$ cat config.mk
export PLATFORM = sky130hd
export DESIGN_NAME = vga_sync_gen
export DESIGN_NICKNAME = d
export VERILOG_FILES = /design/src/rtl/vga_timing_pkg.sv /design/src/rtl/pixel_tick_div.sv /design/src/rtl/vga_sync_gen.sv
export SDC_FILE = /design/constraint.sdc
export NUM_CORES = 1
export LEC_CHECK = 0
export CAP_MARGIN = 30
export CORE_AREA = 10 10 67 75
export DETAILED_ROUTE_END_ITERATION = 8
export DIE_AREA = 0 0 77 85
export GPL_TIMING_DRIVEN = 1
export PLACE_DENSITY_LB_ADDON = 0.08
export SKIP_CTS_REPAIR_TIMING = 1
export SLEW_MARGIN = 15
export SYNTH_ARGS = -nofsm -noshare
export SYNTH_HDL_FRONTEND = slang
export SYNTH_SLANG_ARGS = --single-unit
$ cat constraint.sdc
create_clock -name clk -period 5.1 [get_ports clk]
set_clock_uncertainty 0.15 [all_clocks]
set_input_delay 1.02 -clock clk [delete_from_list [all_inputs] [get_ports clk]]
set_output_delay 1.02 -clock clk [all_outputs]
set_load 0.01 [all_outputs]
$ cat src/rtl/vga_timing_pkg.sv
// Shared VGA 640x480@60 timing constants and helpers, imported by the sync
// generator, the sprite blocks and the final colour stage.
package vga_timing_pkg;

  localparam int unsigned COORD_W   = 10;

  localparam int unsigned H_VISIBLE = 640;
  localparam int unsigned H_FRONT   = 16;
  localparam int unsigned H_SYNC    = 96;
  localparam int unsigned H_BACK    = 48;
  localparam int unsigned V_VISIBLE = 480;
  localparam int unsigned V_FRONT   = 10;
  localparam int unsigned V_SYNC    = 2;
  localparam int unsigned V_BACK    = 33;

  localparam int unsigned H_TOTAL = H_VISIBLE + H_FRONT + H_SYNC + H_BACK;
  localparam int unsigned V_TOTAL = V_VISIBLE + V_FRONT + V_SYNC + V_BACK;

  // Inclusive sync windows
  localparam int unsigned H_SYNC_START = H_VISIBLE + H_FRONT;
  localparam int unsigned H_SYNC_END   = H_VISIBLE + H_FRONT + H_SYNC - 1;
  localparam int unsigned V_SYNC_START = V_VISIBLE + V_FRONT;
  localparam int unsigned V_SYNC_END   = V_VISIBLE + V_FRONT + V_SYNC - 1;

  function automatic logic inWindow(input logic [COORD_W-1:0] pos,
                                    input logic [COORD_W-1:0] lo,
                                    input logic [COORD_W-1:0] hi);
    return (pos >= lo) && (pos <= hi);
  endfunction

endpackage

$ cat src/rtl/pixel_tick_div.sv
// Pixel-rate divider: tick is high in the last system clock of each pixel
// period, i.e. every cycle when CLK_DIV is 1.
module pixel_tick_div #(
  parameter int unsigned CLK_DIV = 2
) (
  input  logic clk,
  input  logic rst,
  output logic tick
);

  localparam logic [3:0] DIV_LAST = 4'(CLK_DIV - 1);

  logic [3:0] divCnt;

  assign tick = (divCnt == DIV_LAST);

  // divider phase counter, restarted by reset
  always_ff @(posedge clk) begin
    if (rst) begin
      divCnt <= 4'd0;
    end else if (tick) begin
      divCnt <= 4'd0;
    end else begin
      divCnt <= divCnt + 4'd1;
    end
  end

endmodule

$ cat src/rtl/vga_sync_gen.sv
// Free-running VGA timing generator: h/v position counters with every output
// decoded from the next position and registered on the same tick edge.
module vga_sync_gen
  import vga_timing_pkg::*;
#(
  parameter int unsigned CLK_DIV   = 2,
  parameter int unsigned H_VISIBLE = vga_timing_pkg::H_VISIBLE,
  parameter int unsigned H_FRONT   = vga_timing_pkg::H_FRONT,
  parameter int unsigned H_SYNC    = vga_timing_pkg::H_SYNC,
  parameter int unsigned H_BACK    = vga_timing_pkg::H_BACK,
  parameter int unsigned V_VISIBLE = vga_timing_pkg::V_VISIBLE,
  parameter int unsigned V_FRONT   = vga_timing_pkg::V_FRONT,
  parameter int unsigned V_SYNC    = vga_timing_pkg::V_SYNC,
  parameter int unsigned V_BACK    = vga_timing_pkg::V_BACK,
  parameter logic        SYNC_POL  = 1'b0
) (
  input  logic               clk,
  input  logic               rst,
  output logic [COORD_W-1:0] hPos,
  output logic [COORD_W-1:0] vPos,
  output logic               hsync,
  output logic               vsync,
  output logic               active,
  output logic               pixTick,
  output logic               lineStart,
  output logic               frameStart
);

  localparam logic [COORD_W-1:0] H_LAST  = COORD_W'(H_VISIBLE + H_FRONT + H_SYNC + H_BACK - 1);
  localparam logic [COORD_W-1:0] V_LAST  = COORD_W'(V_VISIBLE + V_FRONT + V_SYNC + V_BACK - 1);
  localparam logic [COORD_W-1:0] H_VIS   = COORD_W'(H_VISIBLE);
  localparam logic [COORD_W-1:0] V_VIS   = COORD_W'(V_VISIBLE);
  localparam logic [COORD_W-1:0] HS_LO   = COORD_W'(H_VISIBLE + H_FRONT);
  localparam logic [COORD_W-1:0] HS_HI   = COORD_W'(H_VISIBLE + H_FRONT + H_SYNC - 1);
  localparam logic [COORD_W-1:0] VS_LO   = COORD_W'(V_VISIBLE + V_FRONT);
  localparam logic [COORD_W-1:0] VS_HI   = COORD_W'(V_VISIBLE + V_FRONT + V_SYNC - 1);

  logic               tick;
  logic [COORD_W-1:0] hNext;
  logic [COORD_W-1:0] vNext;

  pixel_tick_div #(.CLK_DIV(CLK_DIV)) uDiv (
    .clk  (clk),
    .rst  (rst),
    .tick (tick)
  );

  // next-position decode, both wraps resolved in one step
  always_comb begin
    hNext = hPos + 10'd1;
    vNext = vPos;
    if (hPos == H_LAST) begin
      hNext = 10'd0;
      if (vPos == V_LAST) begin
        vNext = 10'd0;
      end else begin
        vNext = vPos + 10'd1;
      end
    end else begin
      vNext = vPos;
    end
  end

  // position and output registers, loaded together so they never skew
  always_ff @(posedge clk) begin
    if (rst) begin
      hPos       <= H_LAST;
      vPos       <= V_LAST;
      hsync      <= ~SYNC_POL;
      vsync      <= ~SYNC_POL;
      active     <= 1'b0;
      pixTick    <= 1'b0;
      lineStart  <= 1'b0;
      frameStart <= 1'b0;
    end else if (tick) begin
      hPos       <= hNext;
      vPos       <= vNext;
      hsync      <= inWindow(hNext, HS_LO, HS_HI) ? SYNC_POL : ~SYNC_POL;
      vsync      <= inWindow(vNext, VS_LO, VS_HI) ? SYNC_POL : ~SYNC_POL;
      active     <= (hNext < H_VIS) && (vNext < V_VIS);
      pixTick    <= 1'b1;
      lineStart  <= (hNext == 10'd0);
      frameStart <= (hNext == 10'd0) && (vNext == 10'd0);
    end else begin
      pixTick    <= 1'b0;
      lineStart  <= 1'b0;
      frameStart <= 1'b0;
    end
  end

endmodule
; Word level (Yosys, flattened, before mapping)
; Index checks and enable logic that the tools add are counted.
[totals]
ff_bits = 30
in_bits = 2
[op_classes]
add_sub_neg = 3
magnitude_cmp = 6
eq_ne = 3
muxes = 6
bitwise_logic = 1
reduce_logical = 8
[op_table]
columns = operator, n
row1 = 10-bit 2-to-1 mux, 3
row2 = 10-bit by 1-bit adder with 10-bit output (second input constant), 2
row3 = 10-bit == test (second input constant), 2
row4 = 10-bit logical NOT, 2
row5 = 10-bit >= comparator (second input constant), 1
row6 = 10-bit by 9-bit >= comparator with 1-bit output (second input constant), 1
row7 = 10-bit less-or-equal comparator (second input constant), 1
row8 = 10-bit by 9-bit less-or-equal comparator with 1-bit output (second input constant), 1
row9 = 10-bit less-than comparator (second input constant), 1
row10 = 10-bit by 9-bit less-than comparator with 1-bit output (second input constant), 1
row11 = 4-bit by 1-bit adder with 4-bit output (second input constant), 1
row12 = 4-bit by 1-bit == test with 1-bit output (second input constant), 1
row13 = 1-bit logical AND, 4
row14 = 2-bit OR reduction, 2
row15 = 1-bit 2-to-1 mux, 3
row16 = 1-bit NOT, 1

; Longest topological paths before layout
[depth]
depth_word = 6
ltp_mapped = 8

; By module
; From an unflattened synthesis, not the netlist that was laid out.
[unflattened]
hier_cells = 241
area_unflattened_um2 = 1906.8
[modules_own_cells]
columns = module, instances, cells_per_inst, area_each_um2, seq_area_each_um2
row1 = vga_sync_gen, 1, 224, 1734.2, 520.5
row2 = pixel_tick_div, 1, 17, 172.7, 80.1

; Least setup slack after synthesis
; No wires, ideal clock.
[synth_path]
path_type = reg-to-reg
start = reg hPos[0]
end = reg vsync
t_arrival_ns = 2.193
path_slack_ns = 2.637
stages_incl_launch_ff = 8
path_buffers = 0
period_less_slack_ns = 2.463
cell_sequence = dfxtp_1 > ha_1 > nand4_1 > nor4_4 > o21ai_2 > a2111oi_4 > nand2_2 > o31a_1
[synth_via]
elab_chain_cells = 5
elab_cells_between_ends = 6
[synth_rtl]
columns = item, line_no
row1 = "start, declared", vga_sync_gen.sv:19  ; output logic [COORD_W-1:0] hPos,
row2 = "start signal, assigned", vga_sync_gen.sv:76  ; hPos <= hNext;
row3 = 10-bit == test (*), vga_sync_gen.sv:52  ; if (hPos == H_LAST) begin
row4 = 10-bit 2-to-1 mux (*), vga_sync_gen.sv:52
row5 = 10-bit by 9-bit >= comparator with 1-bit output / 10-bit by 9-bit less-or-equal comparator with 1-bit output (equally long branches), vga_timing_pkg.sv:28  ; return (pos >= lo) && (pos <= hi);
row6 = 1-bit logical AND (*), vga_timing_pkg.sv:28
row7 = 1-bit 2-to-1 mux (*), vga_sync_gen.sv:79  ; vsync <= inWindow(vNext, VS_LO, VS_HI) ? SYNC_POL : ~SYNC_POL;
row8 = "end signal, assigned", vga_sync_gen.sv:70  ; vsync <= ~SYNC_POL;
row9 = "end signal, assigned", vga_sync_gen.sv:79
row10 = "end, declared", vga_sync_gen.sv:22  ; output logic vsync,
; Mark *: on every way between the ends. The rest lies on a longest branch, timed or not.
; A chain may end at the register's enable or synchronous reset.

; Worst setup path after layout
[layout_path]
start = reg hPos[0]
end = reg frameStart
[layout_via]
elab_chain_cells = 4
elab_cells_between_ends = 7
[layout_rtl]
columns = item, line_no
row1 = 10-bit by 1-bit adder with 10-bit output / 10-bit == test (equally long branches), "vga_sync_gen.sv:50, vga_sync_gen.sv:52"
row2 = 10-bit 2-to-1 mux, vga_sync_gen.sv:52
row3 = 10-bit logical NOT, vga_sync_gen.sv:83  ; frameStart <= (hNext == 10'd0) && (vNext == 10'd0);
row4 = 1-bit logical AND (*), vga_sync_gen.sv:83
row5 = "end signal, assigned", vga_sync_gen.sv:83
row6 = "end, declared", vga_sync_gen.sv:26  ; output logic frameStart
; Marked as above.

==> summary.txt <==
Routing
  • Drt total wl: about 5 mm
  • DR iter-0 viols: about 190
  • DR vias: between 1500 and 2000
  • DRT antenna net count: 0
  • Number of remaining DRC errors: 0
  • WL per Instance: 15.69 µm
  • Vias per cell: ~6.0
  • First-pass DRT Iterations: 4

Clocking
  • CTS Buffer Depth: 2
  • Clk_lat worst skew: 290 ps
  • CTS H-Tree Depth: 2
  • Clk sink count: 30
  • CTS tree: done
  • Num CTS Buffers: 5
  • Clk root buf: clkbuf_8
  • Clock slew at reported path FFs: approximately 70 ps

Floorplan
  • I/O Pins: 28
  • Core area: roughly 0.0035 mm²
  • # rows: 23
  • Die area: between 0.006 and 0.007 mm²
  • Starting Density: between 50% and 60%
  • Die span in x: between 70 and 80 µm
  • Die Span Y: 85 µm

Power
  • Peak supply drop: roughly 240 µV
  • Seq pwr share: between 30% and 40%
  • LEAKAGE: 0.8401 nW
  • Sw Ratio: a little under two fifths
  • Sw power: about 360 µW
  • Internal: approximately 620 µW
  • Clk network pwr share: approximately 30%
  • PD cells: around 430 mW/mm²
  • Tot Pwr: approximately 1000 µW
  • Combinational power share: 38.0%

STA
  • Max Freq: roughly 340 MHz
  • Fin. max-slew vios: 0
  • Rel. slew slack: between 50% and 60%
  • Setup TNS: 0 ps
  • Final hold slack: around 320 ps
  • Worst-Margin Slew: 702.3 ps
  • Final setup violation count: 0
  • Final hold vios: 0
  • Tmin final: roughly 2900 ps
  • RSZ-0062 raised after global routing: false
  • Crit share post-route: 57.29%

Min path
  • Worst Hold Depth: 1
  • Min-Delay Startpoint: uDiv.divCnt[0]$_SDFF_PP0_
  • Hold Crit Class: flop to flop
  • Hold path endpoint: uDiv.divCnt[0]$_SDFF_PP0_

Global route
  • Global-route wire length before repair: 8.328 mm
  • GR Util met3: under 10%
  • GR met1 Demand/Resource: between 10% and 20%
  • GRT Overall Usage: 15.15%
  • Largest net degree at the start of global routing: 19
  • Vias in the first global route: 1805
  • Grt met2 use: 26.02%
  • GRT overflow: 0
  • Initial antenna violation count: 0
  • Busiest grt layer: met2

Synth
  • Top cell type's share of synthesized area: between 30% and 40%
  • Unique masters post-synth: 53
  • Cell taking the most area after synthesis: dfxtp_1
  • Cell area after synthesis: between 0.0015 and 0.002 mm²
  • Syn nets: between 200 and 300
  • Seq/Total Area, Yosys: between 30% and 40%
  • Mean Syn Cell Area: 7.769 µm²
  • Async SR Flop Fraction: 0%
  • Yosys warnings: 0
  • Synth Flop Type: dfxtp_1
  • Post-Syn Instances: ~240
  • Dominant cells by area after synthesis: dfxtp_1 (32%), nor2_1 (6.5%), nand2_1 (4.4%)
  • EDFF count, synth: 0
  • Number of synthesized register bits: 30

Worst setup path
  • Family with the most delay on the worst path: simple AND/OR/NAND/NOR gates
  • Worst r2r path cells: 7
  • Required @ worst endpoint: roughly 5100 ps
  • CP most frequent cell: and4_1
  • Critical path buffer and inverter count: 0
  • Crit start category: flop
  • CP peak stage delay: ~590 ps
  • Crit-path slowest cell: nor3b_1
  • Setup CP Type: flop to flop
  • CP Max Fanout: 14
  • Arr. time, crit path: around 3000 ps
  • Critical-path cell list: ha_1 > and4_1 > nand4_1 > nor3b_1 > a2bb2oi_1 > o211ai_1 > and4_1
  • Worst reg2reg endpoint: frameStart$_SDFF_PP0_
  • CP Capture Type: flop
  • R2R Path Start: hPos[0]$_SDFFE_PP1P_
  • Reg-to-reg slack, setup: 2180 ps

Cells and area
  • Cell area after layout: 0.002290 mm²
  • Ant. Diodes: 0
  • Leading cell type in the layout, fill and taps excluded: nor2_1
  • Area delta synth->final: 20.79%
  • Layout cells sized above 1: 6.130%
  • Fin cells: between 300 and 400
  • Highest-count cells in the layout ignoring fill and taps: nor2_1 (33), dfxtp_1 (30), clkdlybuf4s50_1 (27)
  • Fin nets: between 200 and 300

Placement
  • Placed cell count: ~300
  • Placed cell area: about 0.0021 mm²
  • Hpwl dp: 3.504 mm
  • PortBufs: 27
  • Final GP Congestion: 0.9383

Run status
  • Status: finished clean

Job
  • Maximum Capacitance Violations: 0
[synth_stat cells, types with 2 or more instances]
| library cell | instances |
|---|---|
| nor2_1 | 33 |
| dfxtp_1 | 30 |
| nand2_1 | 22 |
| nand3_1 | 15 |
| a21oi_1 | 12 |
| o21ai_0 | 12 |
| clkbuf_1 | 11 |
| inv_1 | 7 |
| nand4_1 | 7 |
| xnor2_1 | 7 |
| a31oi_1 | 6 |
| and3_1 | 6 |
| ha_1 | 6 |
| nor3_1 | 6 |
| xor2_1 | 6 |
| buf_2 | 4 |
| o211ai_1 | 4 |
| o21a_1 | 3 |
| o311ai_0 | 3 |
| o31a_1 | 3 |
| a311oi_1 | 2 |
| and4_1 | 2 |
| nor2b_1 | 2 |
| nor3b_1 | 2 |
| nor4_1 | 2 |
| nor4_4 | 2 |
| o22ai_1 | 2 |
| o31ai_1 | 2 |
[worst max path at each step]
stage | startpoint | end | slack (ps) | depth (start not counted)
2_1_floorplan | hPos[0]$_SDFFE_PP1P_ | vsync$_SDFFE_PP1P_ | 2640 | 7
3_3_place_gp | rst | frameStart$_SDFF_PP0_ | 2020 | 5
3_5_place_dp | rst | frameStart$_SDFF_PP0_ | 1980 | 5
4_1_cts | hPos[0]$_SDFFE_PP1P_ | frameStart$_SDFF_PP0_ | 2200 | 7
5_1_grt | hPos[1]$_SDFFE_PP1P_ | frameStart$_SDFF_PP0_ | 1940 | 7
6_report | hPos[0]$_SDFFE_PP1P_ | frameStart$_SDFF_PP0_ | 2180 | 7
[area by class of cell]
| type | instances | area, µm² |
|---|---|---|
| clock buffer | 6 | 82.58 |
| tap | 50 | 62.56 |
| inverter | 7 | 26.28 |
| timing repair buffer | 27 | 270.3 |
| fill | 312 | 1250 |
| clock inverter | 2 | 60.06 |
| multi-input combinational | 189 | 1187 |
| sequential | 30 | 600.6 |
[metal layers]
| metal | wire length (µm) | vias to the layer above |
|---|---|---|
| met4 | 101 | 0 |
| met1 | 2003 | 883 |
| met2 | 2455 | 57 |
| met3 | 321 | 10 |
| li1 | - | 916 |
| met5 | 0 | - |
[power by group through the flow]
stage | Combinational [mW] | Sequential (mW) | Clock (mW)
2_1_floorplan | 0.286 | 0.291 | 0
3_3_place_gp | 0.368 | 0.308 | 0
3_5_place_dp | 0.367 | 0.308 | 0
4_1_cts | 0.370 | 0.303 | 0.306
5_1_grt | 0.412 | 0.310 | 0.315
6_report | 0.371 | 0.304 | 0.302
[cell families (layout without fill, tap and decap cells)]
family                   Yosys count  after routing  synth area share, %
AND/OR/NAND/NOR                  108            108                29.44
AO/OA/AOI/OAI                     61             61                22.71
flip-flops                        30             30                31.68
buffers and inverters             25             42                5.676
XOR/XNOR                          13             13                6.007
adder cells (fa/ha/maj)            6              6                3.960
multiplexers                       1              1               0.5281
[registers in the layout, summed over array words and instances, names as in the netlist]
signal and count:
active 1, frameStart 1, hPos 10, hsync 1, lineStart 1, pixTick 1, uDiv.divCnt 4, vPos 10
vsync 1
[per-stage QoR]
step	worst slack [ps]	util [%]
after floorplan	2637	-
after global placement	2021	60.66
after detailed placement	1981	60.66
after CTS	2196	64.69
after global routing	1941	64.69
final	2178	64.69
Power figures use the tool's default switching activity.
